===== config.mk =====
export PLATFORM = sky130hd
export DESIGN_NAME = level_transition_ctl
export DESIGN_NICKNAME = d
export VERILOG_FILES = /design/src/rtl/level_transition_ctl.sv
export SDC_FILE = /design/constraint.sdc
export NUM_CORES = 1
export LEC_CHECK = 0
export ABC_AREA = 1
export BUFFER_PORTS_ARGS = -buffer_cell sky130_fd_sc_hd__buf_2
export CORE_MARGIN = 8
export CORE_UTILIZATION = 55
export CTS_BUF_LIST = sky130_fd_sc_hd__clkbuf_2 sky130_fd_sc_hd__clkbuf_4 sky130_fd_sc_hd__clkbuf_8
export CTS_CLUSTER_SIZE = 24
export DETAILED_ROUTE_END_ITERATION = 7
export GPL_ROUTABILITY_DRIVEN = 0
export PLACE_DENSITY = 0.78
export SETUP_SLACK_MARGIN = 0.15
export SLEW_MARGIN = 30
export SYNTH_ARGS = -nofsm -noshare
export SYNTH_HDL_FRONTEND = slang
export SYNTH_SLANG_ARGS = --single-unit

===== constraint.sdc =====
create_clock -name clk -period 3.8 [get_ports clk]
set_input_delay 0.76 -clock clk [delete_from_list [all_inputs] [get_ports clk]]
set_output_delay 0.76 -clock clk [all_outputs]
set_load 0.01 [all_outputs]

===== src/rtl/level_transition_ctl.sv =====
// Level transition sequencer.
// Takes level-up/down requests, freezes the character, fades the picture to
// black on frame boundaries, hands the new level to the background loader over
// a req/ack handshake, then fades back in and releases the freeze. This block
// owns the committed level register.
module level_transition_ctl #(
  parameter int MAX_LEVEL       = 4,
  parameter int LEVEL_W         = 3,
  parameter int FADE_MAX        = 15,
  parameter int FRAMES_PER_STEP = 2,
  parameter int LOAD_TIMEOUT    = 1_000_000
) (
  input  logic               clk,
  input  logic               rst_n,
  input  logic               level_up_req,
  input  logic               level_down_req,
  input  logic               vblnk,
  input  logic               load_ack,
  output logic               load_req,
  output logic [LEVEL_W-1:0] load_level,
  output logic [LEVEL_W-1:0] level,
  output logic               freeze,
  output logic [3:0]         fade,
  output logic               busy,
  output logic               done,
  output logic               err
);

  localparam int FC_W = $clog2(FRAMES_PER_STEP + 1);
  localparam int TO_W = $clog2(LOAD_TIMEOUT + 1);

  localparam logic [3:0]         FADE_FULL  = 4'(FADE_MAX);
  localparam logic [LEVEL_W-1:0] LEVEL_TOP  = LEVEL_W'(MAX_LEVEL);
  localparam logic [FC_W-1:0]    STEP_LAST  = FC_W'(FRAMES_PER_STEP - 1);
  localparam logic [TO_W-1:0]    TO_LAST    = TO_W'(LOAD_TIMEOUT - 1);

  typedef enum logic [2:0] {
    IDLE,
    WAIT_FRAME,
    FADE_OUT,
    LOAD,
    FADE_IN
  } state_t;

  state_t             state;
  logic               vblnk_d;
  logic [FC_W-1:0]    frame_cnt;
  logic [TO_W-1:0]    timeout_cnt;
  logic [LEVEL_W-1:0] target;

  logic frame_tick;
  logic step_edge;
  logic up_ok;
  logic down_ok;

  // Rising edge of vblnk marks the start of a frame; a fade step lands on
  // every FRAMES_PER_STEP-th tick.
  assign frame_tick = vblnk & ~vblnk_d;
  assign step_edge  = frame_tick && (frame_cnt == STEP_LAST);

  // Simultaneous up and down requests cancel each other out.
  assign up_ok   = level_up_req && !level_down_req && (level < LEVEL_TOP);
  assign down_ok = level_down_req && !level_up_req && (level != '0);

  // Delayed copy of vblnk for edge detection.
  always_ff @(posedge clk or negedge rst_n) begin
    // NOTE: every register in this file uses non-blocking assignment so all
    // state updates see the pre-edge values regardless of statement order.
    if (!rst_n) vblnk_d <= 1'b0;
    else        vblnk_d <= vblnk;
  end

  // Transition sequencer with all outputs registered.
  always_ff @(posedge clk or negedge rst_n) begin
    if (!rst_n) begin
      state       <= IDLE;
      level       <= '0;
      load_level  <= '0;
      load_req    <= 1'b0;
      target      <= '0;
      fade        <= FADE_FULL;
      freeze      <= 1'b0;
      busy        <= 1'b0;
      done        <= 1'b0;
      err         <= 1'b0;
      frame_cnt   <= '0;
      timeout_cnt <= '0;
    end else begin
      // Pulses default low; only a completing transition raises them.
      done <= 1'b0;
      err  <= 1'b0;

      // NOTE: the default arm recovers from unreachable encodings, so the
      // 3-bit state register can never get stuck outside the five states.
      case (state)
        IDLE: begin
          if (up_ok) begin
            target <= level + 1'b1;
            state  <= WAIT_FRAME;
            freeze <= 1'b1;
            busy   <= 1'b1;
          end else if (down_ok) begin
            target <= level - 1'b1;
            state  <= WAIT_FRAME;
            freeze <= 1'b1;
            busy   <= 1'b1;
          end
        end

        WAIT_FRAME: begin
          // Align the first fade step to a frame boundary.
          if (frame_tick) begin
            frame_cnt <= '0;
            state     <= FADE_OUT;
          end
        end

        FADE_OUT: begin
          if (step_edge) begin
            frame_cnt <= '0;
            if (fade <= 4'd1) begin
              fade        <= 4'd0;
              state       <= LOAD;
              load_req    <= 1'b1;
              load_level  <= target;
              timeout_cnt <= '0;
            end else begin
              fade <= fade - 4'd1;
            end
          end else if (frame_tick) begin
            frame_cnt <= frame_cnt + 1'b1;
          end
        end

        LOAD: begin
          if (load_ack) begin
            level     <= target;
            load_req  <= 1'b0;
            frame_cnt <= '0;
            state     <= FADE_IN;
          end else if (timeout_cnt == TO_LAST) begin
            // Loader never answered: keep the old level and fade back in.
            load_req  <= 1'b0;
            err       <= 1'b1;
            frame_cnt <= '0;
            state     <= FADE_IN;
          end else begin
            timeout_cnt <= timeout_cnt + 1'b1;
          end
        end

        FADE_IN: begin
          if (step_edge) begin
            frame_cnt <= '0;
            if (fade >= FADE_FULL - 4'd1) begin
              fade   <= FADE_FULL;
              state  <= IDLE;
              freeze <= 1'b0;
              busy   <= 1'b0;
              done   <= 1'b1;
            end else begin
              fade <= fade + 4'd1;
            end
          end else if (frame_tick) begin
            frame_cnt <= frame_cnt + 1'b1;
          end
        end

        default: begin
          state  <= IDLE;
          freeze <= 1'b0;
          busy   <= 1'b0;
        end
      endcase
    end
  end

endmodule


==> impl_metrics.json, run 1 <==
{
  "placeableCoreArea_sq_mm": 0.004786,
  "period_minus_slack_ps": 2090,
  "route.antenna.remaining_nets": 0,
  "final.period_utilization": 0.5500,
  "netlist.area_leader.share": 0.3536,
  "max_freq_ghz": 0.4785,
  "worst_ep_arrival_time_ps": 2330,
  "dr_total_vias": 2263,
  "post-cts-setup-buffer-count": 0,
  "site_rows": 25,
  "cts_root_buffer": "sky130_fd_sc_hd__clkbuf_8",
  "finish.net_count": 381,
  "first_iter_violations": 115,
  "grt_use_met1": 0.1989,
  "multi_input_area_sq_mm": 0.001466,
  "drt-wirelength-per-cell_um": 12.80,
  "portBuffers": 20,
  "netlist_top_cells_count": "sky130_fd_sc_hd__nand2_1, sky130_fd_sc_hd__nor2_1, sky130_fd_sc_hd__dfrtp_1, sky130_fd_sc_hd__inv_1, sky130_fd_sc_hd__nand2_2",
  "synth_top_cells_by_area": "sky130_fd_sc_hd__dfrtp_1, sky130_fd_sc_hd__nand2_1, sky130_fd_sc_hd__nor2_1",
  "critPathTopFamily": "simple AND/OR/NAND/NOR gates",
  "power.leakage_nw": 1.392,
  "area_delta_synth_final_pct": 7.706,
  "die_h_um": 86.84,
  "cts.path.max_buffers": 2,
  "synth_seq_cells": 43,
  "grt_setup_unrepaired": "no",
  "detail_route.vias_per_cell": 5.178,
  "diodes": 0,
  "synth_cell_type_count": 35,
  "tightest_slew_ps": 523.1,
  "cp_cell_sequence": "inv_1 -> ha_1 -> o21ai_1 -> nor2_2 -> nor2_1 -> nor2_4 -> nand2_4 -> nand2_1 -> o21ai_2",
  "clk_latency_ps": 310,
  "leading_cell_type_by_number_of_instances_after_synthesis": "sky130_fd_sc_hd__nand2_1",
  "number_of_endpoints_with_negative_hold_slack_in_the_final_report": 0,
  "final_core_utilization": 0.6212,
  "wl_mm": 5.592,
  "powerDensity_mw_per_mm2": 569.1,
  "synth_edf_count": 0,
  "design.die.area_sq_mm": 0.007541,
  "synth_area_leader_cell": "sky130_fd_sc_hd__dfrtp_1",
  "cp-start-kind": "flip-flop",
  "globalRoute.totalOverflow": 0,
  "chipWidth_um": 86.84,
  "netlist_instances": 347,
  "cts_repair_resize_count": 0,
  "fin_skew_ps": 11.09,
  "worst-endpoint-required_ps": 4040,
  "seq_area_frac_synth": 0.3917,
  "largest_net_degree_at_the_start_of_global_routing": 44,
  "fill_cells": 445,
  "ratio_of_cells_with_drive_above_1_in_the_final_layout": 0.2459,
  "setup-tns-final_ps": 0,
  "tritoncts.num_buffers": 5,
  "slew_headroom": 0.6512,
  "power.ir.vdd_worst_mv": 0.3315,
  "ys.warnings.count": 0,
  "worst_hold_path_class": "in -> async",
  "synthesis.area_per_instance_sq_um": 7.954,
  "via_count_of_the_first_global_routing_pass": 2191,
  "num_io_pins": 21,
  "synth_area_sq_mm": 0.002760,
  "number_of_buffer_and_inverter_instances_along_the_worst_setup_path": 1,
  "floorplan.initialDensity": 0.5767,
  "timing.final.max_slew_violations": 0,
  "critical_path.slowest_cell": "sky130_fd_sc_hd__dfstp_2",
  "postSynth.topFlopCell": "sky130_fd_sc_hd__dfrtp_1",
  "cts_tree": "yes",
  "cts_max_level": 2,
  "antenna_found_initial": 0,
  "detailed_place_hpwl_mm": 4.142,
  "synth_async_sr_flop_share": 1.000,
  "cap_violations": 0,
  "ctsHoldBuffers": 0,
  "top_usage_layer": "met2",
  "synthesis.nets": 359,
  "remaining_drc_errors": 0,
  "critical_path.endpoint_type": "flip-flop",
  "path_class": "reg -> reg",
  "drt_pass1_iterations": 5,
  "setup_viol": 0,
  "seqCellArea_sq_mm": 0.001081,
  "global_route.usage.met3": 0.03497,
  "grt_first_pass_wirelength_mm": 9.604,
  "crit_fanout": 22,
  "outcome": "finished, final reports clean",
  "clk_pin_slew_ps": 90,
  "critical_path_max_stage_delay_ps": 610,
  "gr-usage-met2": 0.2582,
  "clock-sinks": 43,
  "globalRouteTotalUtil": 0.1570
}
==> state kept, by name (all words and copies together), names as in the netlist, 2 cells and up <==
name	count
fade	4
frame_cnt	2
level	3
load_level	3
state	3
target	3
timeout_cnt	20
==> cell type report <==
cell class,count,share of cell area
repair buffers,20,0.03451
clock inverters,3,0.007997
multi-input cells,260,0.4933
well taps,67,0.02820
clock buffers,5,0.02315
flip-flops and latches,43,0.3636
inverters,39,0.04924
==> kinds of logic (layout without fill, tap and decap cells) <==
family	count (synthesis)	after routing	synth area share
buffers and inverters	44	67	0.07706
AO/OA/AOI/OAI	43	43	0.1015
XOR/XNOR	16	16	0.05077
adder cells (fa/ha/maj)	6	6	0.02992
AND/OR/NAND/NOR	195	195	0.3490
flip-flops	43	43	0.3917
==> stage by stage <==
stage | worst slack [ps] | total power, mW | hold WS (ps) | cells | area (sq um)
CTS | 1704 | 1.702 | 497.8 | 437 | 2970
global placement | 1794 | 1.374 | 468.9 | 429 | 2878
finish | 1710 | 1.692 | 427.7 | 437 | 2973
global route | 1617 | 1.827 | 479.8 | 437 | 2973
detailed placement | 1688 | 1.393 | 475.2 | 429 | 2878
floorplan | 2029 | 1.281 | 453.0 | 347 | 2760
==> worst paths after layout <==
path | start | end | slack [ps] | cells past startpoint
max | fade[0]$_DFFE_PN1P_ | timeout_cnt[6]$_DFFE_PN0P_ | 1710 | 9
min | rst_n | frame_cnt[1]$_DFFE_PN0P_ | 430 | 1
max reg2reg | fade[0]$_DFFE_PN1P_ | timeout_cnt[6]$_DFFE_PN0P_ | 1710 | 9
min reg2reg | target[2]$_DFFE_PN0P_ | target[2]$_DFFE_PN0P_ | 490 | 2
max in group asynchronous | rst_n | fade[2]$_DFFE_PN1P_ | 3010 | 1
min in group clk | target[2]$_DFFE_PN0P_ | target[2]$_DFFE_PN0P_ | 490 | 2
==> layer usage <==
metal	routed length [um]	part of all wire
met1	2600	0.46
met2	2652	0.47
met3	276	0.049
met4	63	0.011
met5	0	0
==> where the power goes <==
| group | total [mW] | internal, mW | switching [mW] |
|---|---|---|---|
| Combinational | 0.701 | 0.239 | 0.463 |
| Sequential | 0.683 | 0.572 | 0.111 |
| Clock | 0.308 | 0.132 | 0.176 |
==> worst reg2reg max path, stage by stage, from the launching register on <==
cell,delay (ps)
sky130_fd_sc_hd__dfstp_2,610
sky130_fd_sc_hd__inv_1,100
sky130_fd_sc_hd__ha_1,230
sky130_fd_sc_hd__o21ai_1,210
sky130_fd_sc_hd__nor2_2,80
sky130_fd_sc_hd__nor2_1,230
sky130_fd_sc_hd__nor2_4,80
sky130_fd_sc_hd__nand2_4,290
sky130_fd_sc_hd__nand2_1,120
sky130_fd_sc_hd__o21ai_2,70
==> cells in the final DEF, fill, tap and decap left out, drive strengths merged <==
| master | Yosys | routed |
|---|---|---|
| a21oi | 4 | 4 |
| nand3b | 1 | 1 |
| nand3 | 26 | 26 |
| clkbuf | 0 | 5 |
| ha | 5 | 5 |
| fa | 1 | 1 |
| nand4 | 6 | 6 |
| dfstp | 4 | 4 |
| nor2 | 52 | 52 |
| a21o | 1 | 1 |
| xnor2 | 6 | 6 |
| inv | 39 | 40 |
| a31oi | 1 | 1 |
| nand2 | 106 | 106 |
| o221ai | 1 | 1 |
| xor2 | 10 | 10 |
| buf | 5 | 20 |
| a22oi | 1 | 1 |
| a21boi | 1 | 1 |
| o21ai | 31 | 31 |
| o211ai | 3 | 3 |
| dfrtp | 39 | 39 |
| nor3 | 3 | 3 |
| nor4 | 1 | 1 |
| clkinvlp | 0 | 2 |
No activity file was read; power rests on OpenSTA's default activity.
==> run 2, diff against run 1 <==
--- a/config.mk
+++ b/config.mk
@@ -5,7 +5,7 @@
 export SDC_FILE = /design/constraint.sdc
 export NUM_CORES = 1
 export LEC_CHECK = 0
-export ABC_AREA = 1
+export ABC_AREA = 0
 export BUFFER_PORTS_ARGS = -buffer_cell sky130_fd_sc_hd__buf_2
 export CORE_MARGIN = 8
 export CORE_UTILIZATION = 55
==> constraint.sdc (replaced) <==
create_clock -name clk -period 2.11 [get_ports clk]
set_input_delay 0.422 -clock clk [delete_from_list [all_inputs] [get_ports clk]]
set_output_delay 0.422 -clock clk [all_outputs]
set_load 0.01 [all_outputs]
==> impl_metrics.json, run 2 <==
{
  "grt_setup_unrepaired": "yes",
  "antenna_found_initial": 0,
  "postSynth.topFlopCell": "sky130_fd_sc_hd__dfrtp_1",
  "number_of_endpoints_with_negative_hold_slack_in_the_final_report": 0,
  "drt_pass1_iterations": 4,
  "fill_cells": 347,
  "clk_pin_slew_ps": 90,
  "synth_seq_cells": 43,
  "dr_total_vias": 2157,
  "largest_net_degree_at_the_start_of_global_routing": 24,
  "portBuffers": 20,
  "worst_hold_path_class": "in -> async",
  "detailed_place_hpwl_mm": 3.876,
  "drt-wirelength-per-cell_um": 16.44,
  "synth_area_sq_mm": 0.002472,
  "crit_fanout": 15,
  "area_delta_synth_final_pct": 17.56,
  "reg2reg_slack_ps": 220,
  "first_iter_violations": 206,
  "setup_viol": 0,
  "wl_mm": 5.753,
  "chipWidth_um": 83.05,
  "tightest_slew_ps": 505.2,
  "path_class": "reg -> reg",
  "globalRouteTotalUtil": 0.1597,
  "clk_latency_ps": 300,
  "top_regs": "timeout_cnt x20, fade x4",
  "finish.net_count": 309,
  "synth_top_cells_by_area": "sky130_fd_sc_hd__dfrtp_1, sky130_fd_sc_hd__a21oi_1, sky130_fd_sc_hd__dfstp_2",
  "num_io_pins": 21,
  "crit-reg2reg-launch": "fade[0]$_DFFE_PN1P_",
  "grt_first_pass_wirelength_mm": 9.397,
  "worst-r2r-cell-count": 7,
  "powerDensity_mw_per_mm2": 1078,
  "netlist_instances": 260,
  "worst_ep_arrival_time_ps": 2090,
  "ys.warnings.count": 0,
  "route.antenna.remaining_nets": 0,
  "synthesis.area_per_instance_sq_um": 9.509,
  "seq_area_frac_synth": 0.4372,
  "synth_edf_count": 0,
  "dp_worst_slack_ps": 80.32,
  "design.die.area_sq_mm": 0.006896,
  "power.leakage_nw": 1.311,
  "die_h_um": 83.05,
  "via_count_of_the_first_global_routing_pass": 1955,
  "floorplan.initialDensity": 0.5678,
  "detail_route.vias_per_cell": 6.163,
  "outcome": "finished, final reports clean",
  "cts_tree": "yes",
  "tritoncts.num_buffers": 5,
  "cap_violations": 0,
  "clock-sinks": 43,
  "netlist.area_leader.share": 0.3947,
  "cts_max_level": 2,
  "synth_async_sr_flop_share": 1.000,
  "netlist_top_cells_count": "sky130_fd_sc_hd__dfrtp_1, sky130_fd_sc_hd__a21oi_1, sky130_fd_sc_hd__nand2_1, sky130_fd_sc_hd__nand3_1, sky130_fd_sc_hd__nor2_1",
  "final.period_utilization": 0.8981,
  "slew_headroom": 0.6632,
  "period_minus_slack_ps": 1895,
  "site_rows": 24,
  "worst-endpoint-required_ps": 2300,
  "fin_skew_ps": 12.39,
  "synth_area_leader_cell": "sky130_fd_sc_hd__dfrtp_1",
  "synth_cell_type_count": 52,
  "finalWorstSetupSlack_ps": 215.0,
  "remaining_drc_errors": 0,
  "largest_register_ff_count": 20,
  "top_register": "timeout_cnt",
  "cts_root_buffer": "sky130_fd_sc_hd__clkbuf_8",
  "layout.cells.most_common_list": "sky130_fd_sc_hd__dfrtp_1, sky130_fd_sc_hd__buf_4, sky130_fd_sc_hd__a21oi_1",
  "layout.cells.most_common": "sky130_fd_sc_hd__dfrtp_1",
  "synthesis.nets": 272,
  "globalRoute.totalOverflow": 0,
  "power.ir.vdd_worst_mv": 0.7389,
  "placeableCoreArea_sq_mm": 0.004354,
  "diodes": 0,
  "ratio_of_cells_with_drive_above_1_in_the_final_layout": 0.2584,
  "critical_path.endpoint_type": "flip-flop",
  "worstReg2RegEnd": "load_level[1]$_DFFE_PN0P_",
  "setup-tns-final_ps": 0,
  "timing.final.max_slew_violations": 0,
  "max_freq_ghz": 0.5277,
  "cts.path.max_buffers": 2,
  "cp-start-kind": "flip-flop",
  "leading_cell_type_by_number_of_instances_after_synthesis": "sky130_fd_sc_hd__dfrtp_1"
}
-- run 2: changes by cell type after synthesis, moves of 10 or more --
cell / change
sky130_fd_sc_hd__nand2_1: -62
sky130_fd_sc_hd__inv_1: -28
sky130_fd_sc_hd__nor2_1: -26
sky130_fd_sc_hd__nand2_2: -23
sky130_fd_sc_hd__a21oi_1: +17
sky130_fd_sc_hd__a31oi_1: +13
sky130_fd_sc_hd__o21ai_2: -12
sky130_fd_sc_hd__xor2_1: -10
-- run 2: metrics by stage --
stage | hold WS [ps] | total power, mW | util | cell area, sq um | instances
floorplan | 126.4 | 1.948 | - | 2472 | 260
global placement | 411.7 | 2.235 | 0.6092 | 2653 | 332
detailed placement | 419.3 | 2.273 | 0.6092 | 2653 | 332
CTS | 93.91 | 3.043 | 0.6425 | 2798 | 340
global route | 118.5 | 3.349 | 0.6675 | 2907 | 350
finish | 78.99 | 3.134 | 0.6675 | 2907 | 350
-- run 2: cell families (layout without fill, tap and decap cells) --
kind of cell,Yosys count,count (layout),synth area share
AO/OA/AOI/OAI,73,73,0.1832
XOR/XNOR,1,1,0.003543
adder cells (fa/ha/maj),6,6,0.03340
buffers and inverters,20,58,0.04554
flip-flops,43,43,0.4372
multiplexers,14,14,0.06073
AND/OR/NAND/NOR,103,103,0.2363
-- run 2: worst max-delay path by stage --
| stage | from | endpoint | slack, ps | cells after the start |
|---|---|---|---|---|
| final | fade[0]$_DFFE_PN1P_ | load_level[1]$_DFFE_PN0P_ | 220 | 7 |
| after global placement | timeout_cnt[0]$_DFFE_PN0P_ | timeout_cnt[17]$_DFFE_PN0P_ | 150 | 7 |
| after detailed placement | timeout_cnt[0]$_DFFE_PN0P_ | timeout_cnt[17]$_DFFE_PN0P_ | 80 | 7 |
| after global routing | timeout_cnt[0]$_DFFE_PN0P_ | timeout_cnt[18]$_DFFE_PN0P_ | 120 | 7 |
| after CTS | fade[1]$_DFFE_PN1P_ | timeout_cnt[19]$_DFFE_PN0P_ | 150 | 7 |
| after floorplan | fade[0]$_DFFE_PN1P_ | timeout_cnt[19]$_DFFE_PN0P_ | 200 | 6 |
-- run 2: routing by layer --
layer	wire length [um]	up-vias	global-route usage
met1	2688	1061	0.2137
met2	2751	42	0.2475
met3	229	10	0.03516
met5	0	-	0
met4	84	0	0.05272
li1	-	1044	-
-- run 2: what timing repair did --
item,in CTS,in global routing
hold buffers,0,0
setup buffers,0,10
gates cloned,0,0
setup endpoints to repair,16,24
pin swaps,0,3
resized for setup,2,7
-- run 2: layout make-up --
cell class                      instances  area [sq um]  share of cell area
Tap cell                               52         65.06             0.02238
Clock inverter                          3         67.56             0.02325
Timing Repair Buffer                   44         284.0             0.09772
Sequential cell                        43          1081              0.3719
Multi-Input combinational cell        197          1318              0.4533
Inverter                                6         22.52            0.007749
Clock buffer                            5         68.82             0.02368
-- run 2: critical path: stages, from the launching register on --
cell and delay (ps):
sky130_fd_sc_hd__dfstp_2 580, sky130_fd_sc_hd__inv_1 90, sky130_fd_sc_hd__ha_1 240, sky130_fd_sc_hd__nor2_1 150, sky130_fd_sc_hd__nor3_2 80, sky130_fd_sc_hd__nand3_1 120, sky130_fd_sc_hd__buf_6 190, sky130_fd_sc_hd__mux2_2 350
-- run 2: where the power goes --
| group | leakage, nW | switching (mW) | internal, mW | total, mW |
|---|---|---|---|---|
| Clock | 0.0644 | 0.295 | 0.472 | 0.767 |
| Sequential | 0.556 | 0.222 | 1.03 | 1.26 |
| Combinational | 0.691 | 0.593 | 0.517 | 1.11 |
